[config.mk]
export PLATFORM = sky130hd
export DESIGN_NAME = coax_rx_reader
export DESIGN_NICKNAME = d
export VERILOG_FILES = /design/src/rtl/coax_pkg.sv /design/src/rtl/coax_sync_fifo.sv /design/src/rtl/coax_rx_reader.sv
export SDC_FILE = /design/constraint.sdc
export NUM_CORES = 1
export LEC_CHECK = 0
export CAP_MARGIN = 20
export CORE_ASPECT_RATIO = 1.2
export CORE_MARGIN = 3
export CORE_UTILIZATION = 40
export DETAILED_ROUTE_END_ITERATION = 10
export PLACE_DENSITY_LB_ADDON = 0.2
export SLEW_MARGIN = 40
export SYNTH_ARGS = -nofsm -noshare
export SYNTH_HDL_FRONTEND = slang
export SYNTH_SLANG_ARGS = --single-unit
[constraint.sdc]
create_clock -name clk -period 7.4 [get_ports clk]
set_input_delay 0.74 -clock clk [delete_from_list [all_inputs] [get_ports clk]]
set_output_delay 0.74 -clock clk [all_outputs]
set_load 0.05 [all_outputs]
[src/rtl/coax_pkg.sv]
// Shared definitions for the coax receiver reader: word width and reader FSM states.
package coax_pkg;

    localparam int unsigned WORD_WIDTH  = 10;
    localparam int unsigned ENTRY_WIDTH = WORD_WIDTH + 1;

    typedef enum logic [1:0] {
        StIdle,
        StRead,
        StRecover
    } reader_state_e;

endpackage

[src/rtl/coax_sync_fifo.sv]
// Single-clock FIFO with occupancy count; a push while full is accepted only alongside a pop.
module coax_sync_fifo #(
    parameter int unsigned WIDTH = 11,
    parameter int unsigned DEPTH = 16
) (
    input  logic                     clk,
    input  logic                     reset_n,
    input  logic                     push,
    input  logic [WIDTH-1:0]         wdata,
    input  logic                     pop,
    output logic [WIDTH-1:0]         rdata,
    output logic                     full,
    output logic                     empty,
    output logic [$clog2(DEPTH):0]   level
);

    localparam int unsigned PTR_W = $clog2(DEPTH);
    localparam int unsigned LVL_W = PTR_W + 1;

    logic [WIDTH-1:0] mem_q [DEPTH];
    logic [PTR_W-1:0] wr_ptr_q, rd_ptr_q;
    logic [LVL_W-1:0] level_q, level_d;
    logic             push_ok, pop_ok;

    assign full    = (level_q == LVL_W'(DEPTH));
    assign empty   = (level_q == '0);
    assign pop_ok  = pop && !empty;
    // When full, the slot being vacated by the pop is reused by the push.
    assign push_ok = push && (!full || pop_ok);

    always_comb begin
        level_d = level_q;
        if (push_ok && !pop_ok) begin
            level_d = level_q + LVL_W'(1);
        end else if (!push_ok && pop_ok) begin
            level_d = level_q - LVL_W'(1);
        end
    end

    always_ff @(posedge clk) begin
        if (push_ok) begin
            mem_q[wr_ptr_q] <= wdata;
        end
    end

    // Pointers wrap naturally because DEPTH is a power of two.
    always_ff @(posedge clk or negedge reset_n) begin
        if (!reset_n) begin
            wr_ptr_q <= '0;
            rd_ptr_q <= '0;
            level_q  <= '0;
        end else begin
            if (push_ok) begin
                wr_ptr_q <= wr_ptr_q + PTR_W'(1);
            end
            if (pop_ok) begin
                rd_ptr_q <= rd_ptr_q + PTR_W'(1);
            end
            level_q <= level_d;
        end
    end

    assign rdata = mem_q[rd_ptr_q];
    assign level = level_q;

endmodule

[src/rtl/coax_rx_reader.sv]
// Drains words from the coax receiver with a timed read strobe and queues them for a consumer.
module coax_rx_reader
    import coax_pkg::*;
#(
    parameter int unsigned DEPTH       = 16,
    parameter int unsigned READ_CLOCKS = 2
) (
    input  logic                    clk,
    input  logic                    reset_n,
    input  logic                    data_available,
    input  logic                    rx_active,
    input  logic [WORD_WIDTH-1:0]   data_in,
    output logic                    register_read_n,
    output logic                    output_enable,
    output logic [ENTRY_WIDTH-1:0]  rx_data,
    output logic                    rx_valid,
    input  logic                    rx_ready,
    output logic                    overflow,
    input  logic                    overflow_clear,
    output logic [$clog2(DEPTH):0]  level
);

    localparam logic [3:0] LAST_CNT = 4'(READ_CLOCKS - 1);

    reader_state_e            state_q, state_d;
    logic [3:0]               cnt_q, cnt_d;
    logic [ENTRY_WIDTH-1:0]   word_q;
    logic                     overflow_q, overflow_d;
    logic                     push, pop, drop;
    logic                     fifo_full, fifo_empty;
    logic                     read_last;

    assign read_last = (state_q == StRead) && (cnt_q == LAST_CNT);

    // Strobes are decoded from the registered state so reset releases them without a clock.
    always_comb begin
        state_d         = state_q;
        cnt_d           = cnt_q;
        register_read_n = 1'b1;
        output_enable   = 1'b0;
        push            = 1'b0;
        unique case (state_q)
            StIdle: begin
                cnt_d = '0;
                if (data_available) begin
                    state_d = StRead;
                end
            end
            StRead: begin
                register_read_n = 1'b0;
                output_enable   = 1'b1;
                if (cnt_q == LAST_CNT) begin
                    cnt_d   = '0;
                    state_d = StRecover;
                end else begin
                    cnt_d = cnt_q + 4'd1;
                end
            end
            StRecover: begin
                push    = 1'b1;
                state_d = StIdle;
            end
            default: begin
                state_d = StIdle;
            end
        endcase
    end

    always_ff @(posedge clk or negedge reset_n) begin
        if (!reset_n) begin
            state_q <= StIdle;
            cnt_q   <= '0;
        end else begin
            state_q <= state_d;
            cnt_q   <= cnt_d;
        end
    end

    always_ff @(posedge clk or negedge reset_n) begin
        if (!reset_n) begin
            word_q <= '0;
        end else if (read_last) begin
            word_q <= {~rx_active, data_in};
        end
    end

    assign rx_valid = !fifo_empty;
    assign pop      = rx_valid && rx_ready;
    assign drop     = push && fifo_full && !pop;

    // A new drop outranks a clear arriving in the same cycle.
    always_comb begin
        overflow_d = overflow_q;
        if (drop) begin
            overflow_d = 1'b1;
        end else if (overflow_clear) begin
            overflow_d = 1'b0;
        end
    end

    always_ff @(posedge clk or negedge reset_n) begin
        if (!reset_n) begin
            overflow_q <= 1'b0;
        end else begin
            overflow_q <= overflow_d;
        end
    end

    assign overflow = overflow_q;

    coax_sync_fifo #(
        .WIDTH (ENTRY_WIDTH),
        .DEPTH (DEPTH)
    ) u_fifo (
        .clk     (clk),
        .reset_n (reset_n),
        .push    (push),
        .wdata   (word_q),
        .pop     (pop),
        .rdata   (rx_data),
        .full    (fifo_full),
        .empty   (fifo_empty),
        .level   (level)
    );

endmodule

# ---- Word level (Yosys, flattened, before mapping)
# Memories as Yosys holds them, arrays and structs flattened.
# Cells that the tools add are included.
# W data, S select, Z words.
dict set report word_totals {
  reg_bits 31
  mem_bits_rw 176
  input_bits 16
  word_cells 54
  n_memories 1
}
dict set report op_classes {
  n_addsub 5
  n_eq_ne 6
  n_mux 14
  bitwise_logic 1
  n_reduce_logical 20
}
# memory depth word_bits rd rd_clocked_by_memory_dff wr line_no
set memory_table {}
lappend memory_table {u_fifo.mem_q 16 11 1 0 1 coax_sync_fifo.sv:20} ;# logic [WIDTH-1:0] mem_q [DEPTH];
# op n
set ops {}
lappend ops {{$add A4 B1 Y4 const B} 3}
lappend ops {{$mux W5} 2}
lappend ops {{$logic_and A1 B1 Y1} 8}
lappend ops {{$pmux W4 S2} 1}
lappend ops {{$mux W1} 7}
lappend ops {{$reduce_bool A2 Y1} 3}
lappend ops {{$add A5 B1 Y5 const B} 1}
lappend ops {{$eq A5 B5 Y1 const B} 1}
lappend ops {{$logic_not A1 Y1} 5}
lappend ops {{$logic_not A5 Y1} 1}
lappend ops {{$sub A5 B1 Y5 const B} 1}
lappend ops {{$eq A4 B1 Y1 const B} 1}
lappend ops {{$mux W2} 2}
lappend ops {{$mux W4} 1}
lappend ops {{$pmux W2 S2} 1}
lappend ops {{$eq A2 B1 Y1 const B} 1}
lappend ops {{$eq A2 B2 Y1 const B} 1}
lappend ops {{$logic_not A2 Y1} 1}
lappend ops {{$ne A2 B1 Y1 const B} 1}
lappend ops {{$ne A2 B2 Y1 const B} 1}
lappend ops {{$reduce_and A2 Y1} 1}
lappend ops {{$logic_or A1 B1 Y1} 1}
lappend ops {{$not A1 Y1} 1}

# ---- Logic depth before layout (Yosys ltp)
dict set report logic_depth {
  ltp_word 10
  mapped_depth 11
  ltp_nobuf 11
}

# ---- Modules after synthesis
# Synthesis repeated with hierarchy kept, for this count alone.
dict set report unflattened {
  cells_unflattened 471
  area_unflattened_um2 8424.3
}
# mod n_inst cells_each area_each_um2
set modules_own_cells {}
lappend modules_own_cells {coax_sync_fifo 1 409 7602.3}
lappend modules_own_cells {coax_rx_reader 1 62 822.0}

# ---- Worst setup path after synthesis
# No wires, ideal clock.
dict set report synth_timing {
  path_kind {reg2reg}
  start {register u_fifo.level_q[1], in the netlist u_fifo.level[1]}
  end {register u_fifo.level_q[4], in the netlist u_fifo.level[4]}
  setup_time_ps 141
  t_arrival_ps 3110
  required_ps 7259
  setup_slack_ps 4149
  stages_incl_launch_ff 12
  path_buffers 0
  period_less_slack_ps 3251
  path_cell_list {dfrtp_1 > or4_1 > or2_2 > and2_1 > inv_1 > ha_1 > inv_1 > ha_1 > a21o_1 > a21oi_1 > mux2i_1 > xnor2_1}
}
dict set report synth_between {
  elab_chain_cells 9
}
# item line_no
set synth_rtl {}
lappend synth_rtl {{start, declared} coax_sync_fifo.sv:22} ;# logic [LVL_W-1:0] level_q, level_d;
lappend synth_rtl {{start signal, assigned} coax_sync_fifo.sv:59} ;# level_q <= level_d;
lappend synth_rtl {{$logic_not A5 Y1 *} coax_sync_fifo.sv:26} ;# assign empty = (level_q == '0);
lappend synth_rtl {{$logic_not A1 Y1 *} coax_rx_reader.sv:87} ;# assign rx_valid = !fifo_empty;
lappend synth_rtl {{net rx_valid} coax_rx_reader.sv:16} ;# output logic rx_valid,
lappend synth_rtl {{$logic_and A1 B1 Y1} coax_rx_reader.sv:88} ;# assign pop = rx_valid && rx_ready;
lappend synth_rtl {{$logic_and A1 B1 Y1 *} coax_sync_fifo.sv:27} ;# assign pop_ok = pop && !empty;
lappend synth_rtl {{$logic_or A1 B1 Y1} coax_sync_fifo.sv:29} ;# assign push_ok = push && (!full || pop_ok);
lappend synth_rtl {{$logic_and A1 B1 Y1} coax_sync_fifo.sv:29}
lappend synth_rtl {{$logic_not A1 Y1} coax_sync_fifo.sv:35} ;# end else if (!push_ok && pop_ok) begin
lappend synth_rtl {{$logic_and A1 B1 Y1} coax_sync_fifo.sv:35}
lappend synth_rtl {{$reduce_bool A2 Y1 (no source line)} n/a}
# The timed path passes the listed nets; every way through them passes the cells marked *. The select of a mux whose other input is x is not followed.
# A chain may end at the register's enable or synchronous reset.

# ---- Worst setup path after layout
dict set report layout_timing {
  start {register u_fifo.rd_ptr_q[0]}
  end {output port rx_data[8]}
}
dict set report layout_between {
  elab_chain_cells 1
}
# item line_no
set layout_rtl {}
lappend layout_rtl {{start, declared} coax_sync_fifo.sv:21} ;# logic [PTR_W-1:0] wr_ptr_q, rd_ptr_q;
lappend layout_rtl {{start signal, assigned} coax_sync_fifo.sv:57} ;# rd_ptr_q <= rd_ptr_q + PTR_W'(1);
lappend layout_rtl {{$mem_v2 Z16 W11} n/a}
lappend layout_rtl {{end, declared} coax_rx_reader.sv:15} ;# output logic [ENTRY_WIDTH-1:0] rx_data,
# No other way between the ends.

==> impl_metrics.env <==
export IMPL_fillerInstances=1668
export IMPL_synth_seq_cells=207
export IMPL_power_frac_clock_pct=25.5
export IMPL_seq_power_share_pct=42.5
export IMPL_drv_cap=0
export IMPL_clock_fmax_ghz=0.234
export IMPL_cts_tree="yes"
export IMPL_multi_input_area_um2=2140
export IMPL_period_minus_slack_ns=4.27
export IMPL_worst_pin_slew_ns=0.818
export IMPL_numCtsBuffers=20
export IMPL_yosysWarnings=0
export IMPL_leakagePower_nw=3.40
export IMPL_gp_congestion=0.822
export IMPL_dp_cells=779
export IMPL_synth_distinct_cells=38
export IMPL_synth_simple_gate_area_share_pct=5.74
export IMPL_crit_chain="buf_6 -> mux2i_1 -> a221oi_1 -> o21ai_0 -> nand2_1 -> clkdlybuf4s50_1"
export IMPL_clk_pin_slew_ns=0.06
export IMPL_vdd_drop_max_mv=0.261
export IMPL_crit_type="reg2out"
export IMPL_grt_pass1_wl_um=26700
export IMPL_cts_hold_buf=0
export IMPL_powerDensity_nw_per_um2=431
export IMPL_clock_skew_ns=0.0132
export IMPL_clockBufferDepth=3
export IMPL_synthAdderAreaFrac_pct=2.04
export IMPL_crit_slowest_cell="clkdlybuf4s50_1"
export IMPL_path_max_fanout=49
export IMPL_core_area_um2=20300
export IMPL_max_slew_margin_pct=45.4
export IMPL_antenna_found_initial=0
export IMPL_drc_errors=0
export IMPL_grt_max_degree=50
export IMPL_synth_xor_area_share_pct=1.05
export IMPL_cp_end_kind="output pin"
export IMPL_die_w_um=138
export IMPL_synth_top_family_by_area="multiplexers"
export IMPL_swShare_pct=35.7
export IMPL_cp_start_kind="flip-flop"
export IMPL_worstPathArrival_ns=3.53
export IMPL_postCtsSetupRepairBufs=0
export IMPL_drt_iter0_drc=273
export IMPL_grt_usage_pct=15.8
export IMPL_die_area_um2=22600
export IMPL_rsz0062_at_grt="false"
export IMPL_wl_per_cell_um=20.7
export IMPL_diodes=0
export IMPL_hold_viol=0
export IMPL_holdCritPathClass="reg2reg"
export IMPL_muxShareOfSynthArea_pct=11.5
export IMPL_drtAntennaViolNets=0
export IMPL_tns_ns=0
export IMPL_globalRouteOverflowTotal=0
export IMPL_rows=57
export IMPL_fin_cells=815
export IMPL_area_growth_pct=15.9
export IMPL_nNetsFinal=565
export IMPL_slew_violations=0
export IMPL_insertion_delay_ns=0.49
export IMPL_dr_total_vias=4270
export IMPL_crit_required_ns=6.66
export IMPL_switching_power_mw=1.49
export IMPL_synth_edf_count=176
export IMPL_cts_root_buf="clkbuf_16"
export IMPL_postSynthCellCount=497
export IMPL_dp_hpwl_um=11100
export IMPL_viasPerCell=5.24
export IMPL_finalSetupViolations=0
export IMPL_h_tree_depth=1
export IMPL_drt_total_wl_um=16900
export IMPL_intPower_mw=2.68
export IMPL_cp_slowest_stage_delay_ns=0.80
export IMPL_synth_flop_cell="edfxtp_1"
export IMPL_post_route_period_util_pct=57.7
export IMPL_synth_area_um2=8330
export IMPL_cts_sinks=207
export IMPL_synth_fp_nets=526
export IMPL_power_frac_comb_pct=32.0
export IMPL_drive_gt1_share_pct=13.6
export IMPL_synthArstFlopShare_pct=15.0
export IMPL_pin_count=36
export IMPL_initial_core_util_pct=41.0
export IMPL_regArea_um2=6070
export IMPL_syn_area_per_cell_um2=16.8
export IMPL_outcome="finished, final reports clean"
export IMPL_fp_dieH_um=164
export IMPL_synth_compound_area_share_pct=5.29
export IMPL_seq_area_frac_synth_pct=72.7
export IMPL_cts_resized=0
export IMPL_grt_pass1_vias=4577
export IMPL_drtPass1Iterations=4
export IMPL_port_buffers=35
## metrics by stage
| stage | util, % | power (mW) | area (um^2) | hold slack, ns | setup slack, ns |
|---|---|---|---|---|---|
| 5_1_grt | 47.5 | 4.39 | 9660 | 0.522 | 2.91 |
| 3_3_place_gp | 44.1 | 3.12 | 8960 | 0.476 | 3.39 |
| 6_report | 47.5 | 4.16 | 9660 | 0.501 | 3.13 |
| 3_5_place_dp | 44.1 | 3.14 | 8960 | 0.492 | 3.39 |
| 2_1_floorplan | - | 2.66 | 8330 | 0.444 | 4.15 |
| 4_1_cts | 47.5 | 4.21 | 9650 | 0.500 | 2.87 |
## final cells by class
type                    instances  share of cell area [%]
inverters                      12                   0.466
flip-flops and latches        207                    62.8
clock inverters                 7                    1.23
clock buffers                  29                    5.96
repair buffers                 39                    3.98
multi-input cells             256                    22.1
well taps                     265                    3.43
## flip-flops by register name, summed over array words and instances, names as in the netlist
name / flops
word_q: 11
overflow: 1
state_q: 2
cnt_q: 4
u_fifo.mem_q: 176
u_fifo.wr_ptr_q: 4
u_fifo.level: 5
u_fifo.rd_ptr_q: 4
## worst max-delay path: cells and delay by family (launching register included)
family	cells	cell delay, ns
flops	1	0.68
compound gates	2	0.69
buf+inv	2	1.33
mux	1	0.15
simple gates	1	0.12
## layout by cell type, fill, tap and decap left out, types with 2 or more instances in the layout
cell / instances
ha_1: 12
mux2i_1: 34
clkbuf_8: 2
a21oi_1: 13
clkdlybuf4s50_1: 35
nor2_1: 4
bufinv_16: 3
o21ai_0: 32
nand4_1: 2
inv_1: 12
and3_1: 4
nand2b_1: 2
clkinv_2: 2
and2_1: 14
dfrtp_1: 29
mux4_2: 22
a22oi_1: 11
a221oi_1: 11
buf_4: 3
nand2_1: 56
mux2_2: 11
clkbuf_16: 21
xnor2_1: 9
edfxtp_1: 176
clkbuf_1: 6
nand3_1: 2
## cell usage after synthesis, types with 9 or more instances
cell type / count / area share (%)
dfrtp_1: 31 / 9.3
xnor2_1: 9 / 0.95
nand2_1: 56 / 2.5
ha_1: 12 / 1.8
mux2i_1: 34 / 4.1
o21ai_0: 32 / 1.9
and2_1: 14 / 1.1
mux2_2: 11 / 1.5
a221oi_1: 11 / 1.2
inv_1: 12 / 0.54
edfxtp_1: 176 / 63
clkbuf_1: 15 / 0.68
a21oi_1: 13 / 0.78
a22oi_1: 11 / 0.99
mux4_2: 22 / 5.9
## power by group through the flow
stage | logic (mW) | clock network (mW) | registers, mW
global route | 1.45 | 1.13 | 1.81
CTS | 1.35 | 1.09 | 1.78
detailed placement | 1.35 | 0 | 1.80
finish | 1.33 | 1.06 | 1.77
floorplan | 0.976 | 0 | 1.69
global placement | 1.33 | 0 | 1.78
## cells by family after synthesis
family,Yosys count
fa+ha+maj,13
xor+xnor,10
compound gates,72
buf+inv,34
simple gates,94
mux,67
flops,207
## path summary, 6_finish.rpt
kind,start,endpoint,slack [ns],cells after the start
hold reg to reg,cnt_q[3],cnt_q[3],0.50,1
setup / recovery,u_fifo.rd_ptr_q[0],rx_data[8],3.13,6
setup reg to reg,u_fifo.level[1],u_fifo.level[4],4.29,11
max in group asynchronous,reset_n,u_fifo.rd_ptr_q[0],6.40,2
hold / removal,cnt_q[3],cnt_q[3],0.50,1
min in group asynchronous,reset_n,u_fifo.level[0],0.66,2
## routing by layer
metal  track usage (%)  vias to the layer above  share of wire (%)
met5                 0                        -                  0
met4              5.03                        0                2.7
met3              2.39                       31                3.7
met2              27.0                       82                 51
met1              20.8                     2167                 43
li1                  -                     1990                  -
Power figures use the tool's default switching activity.
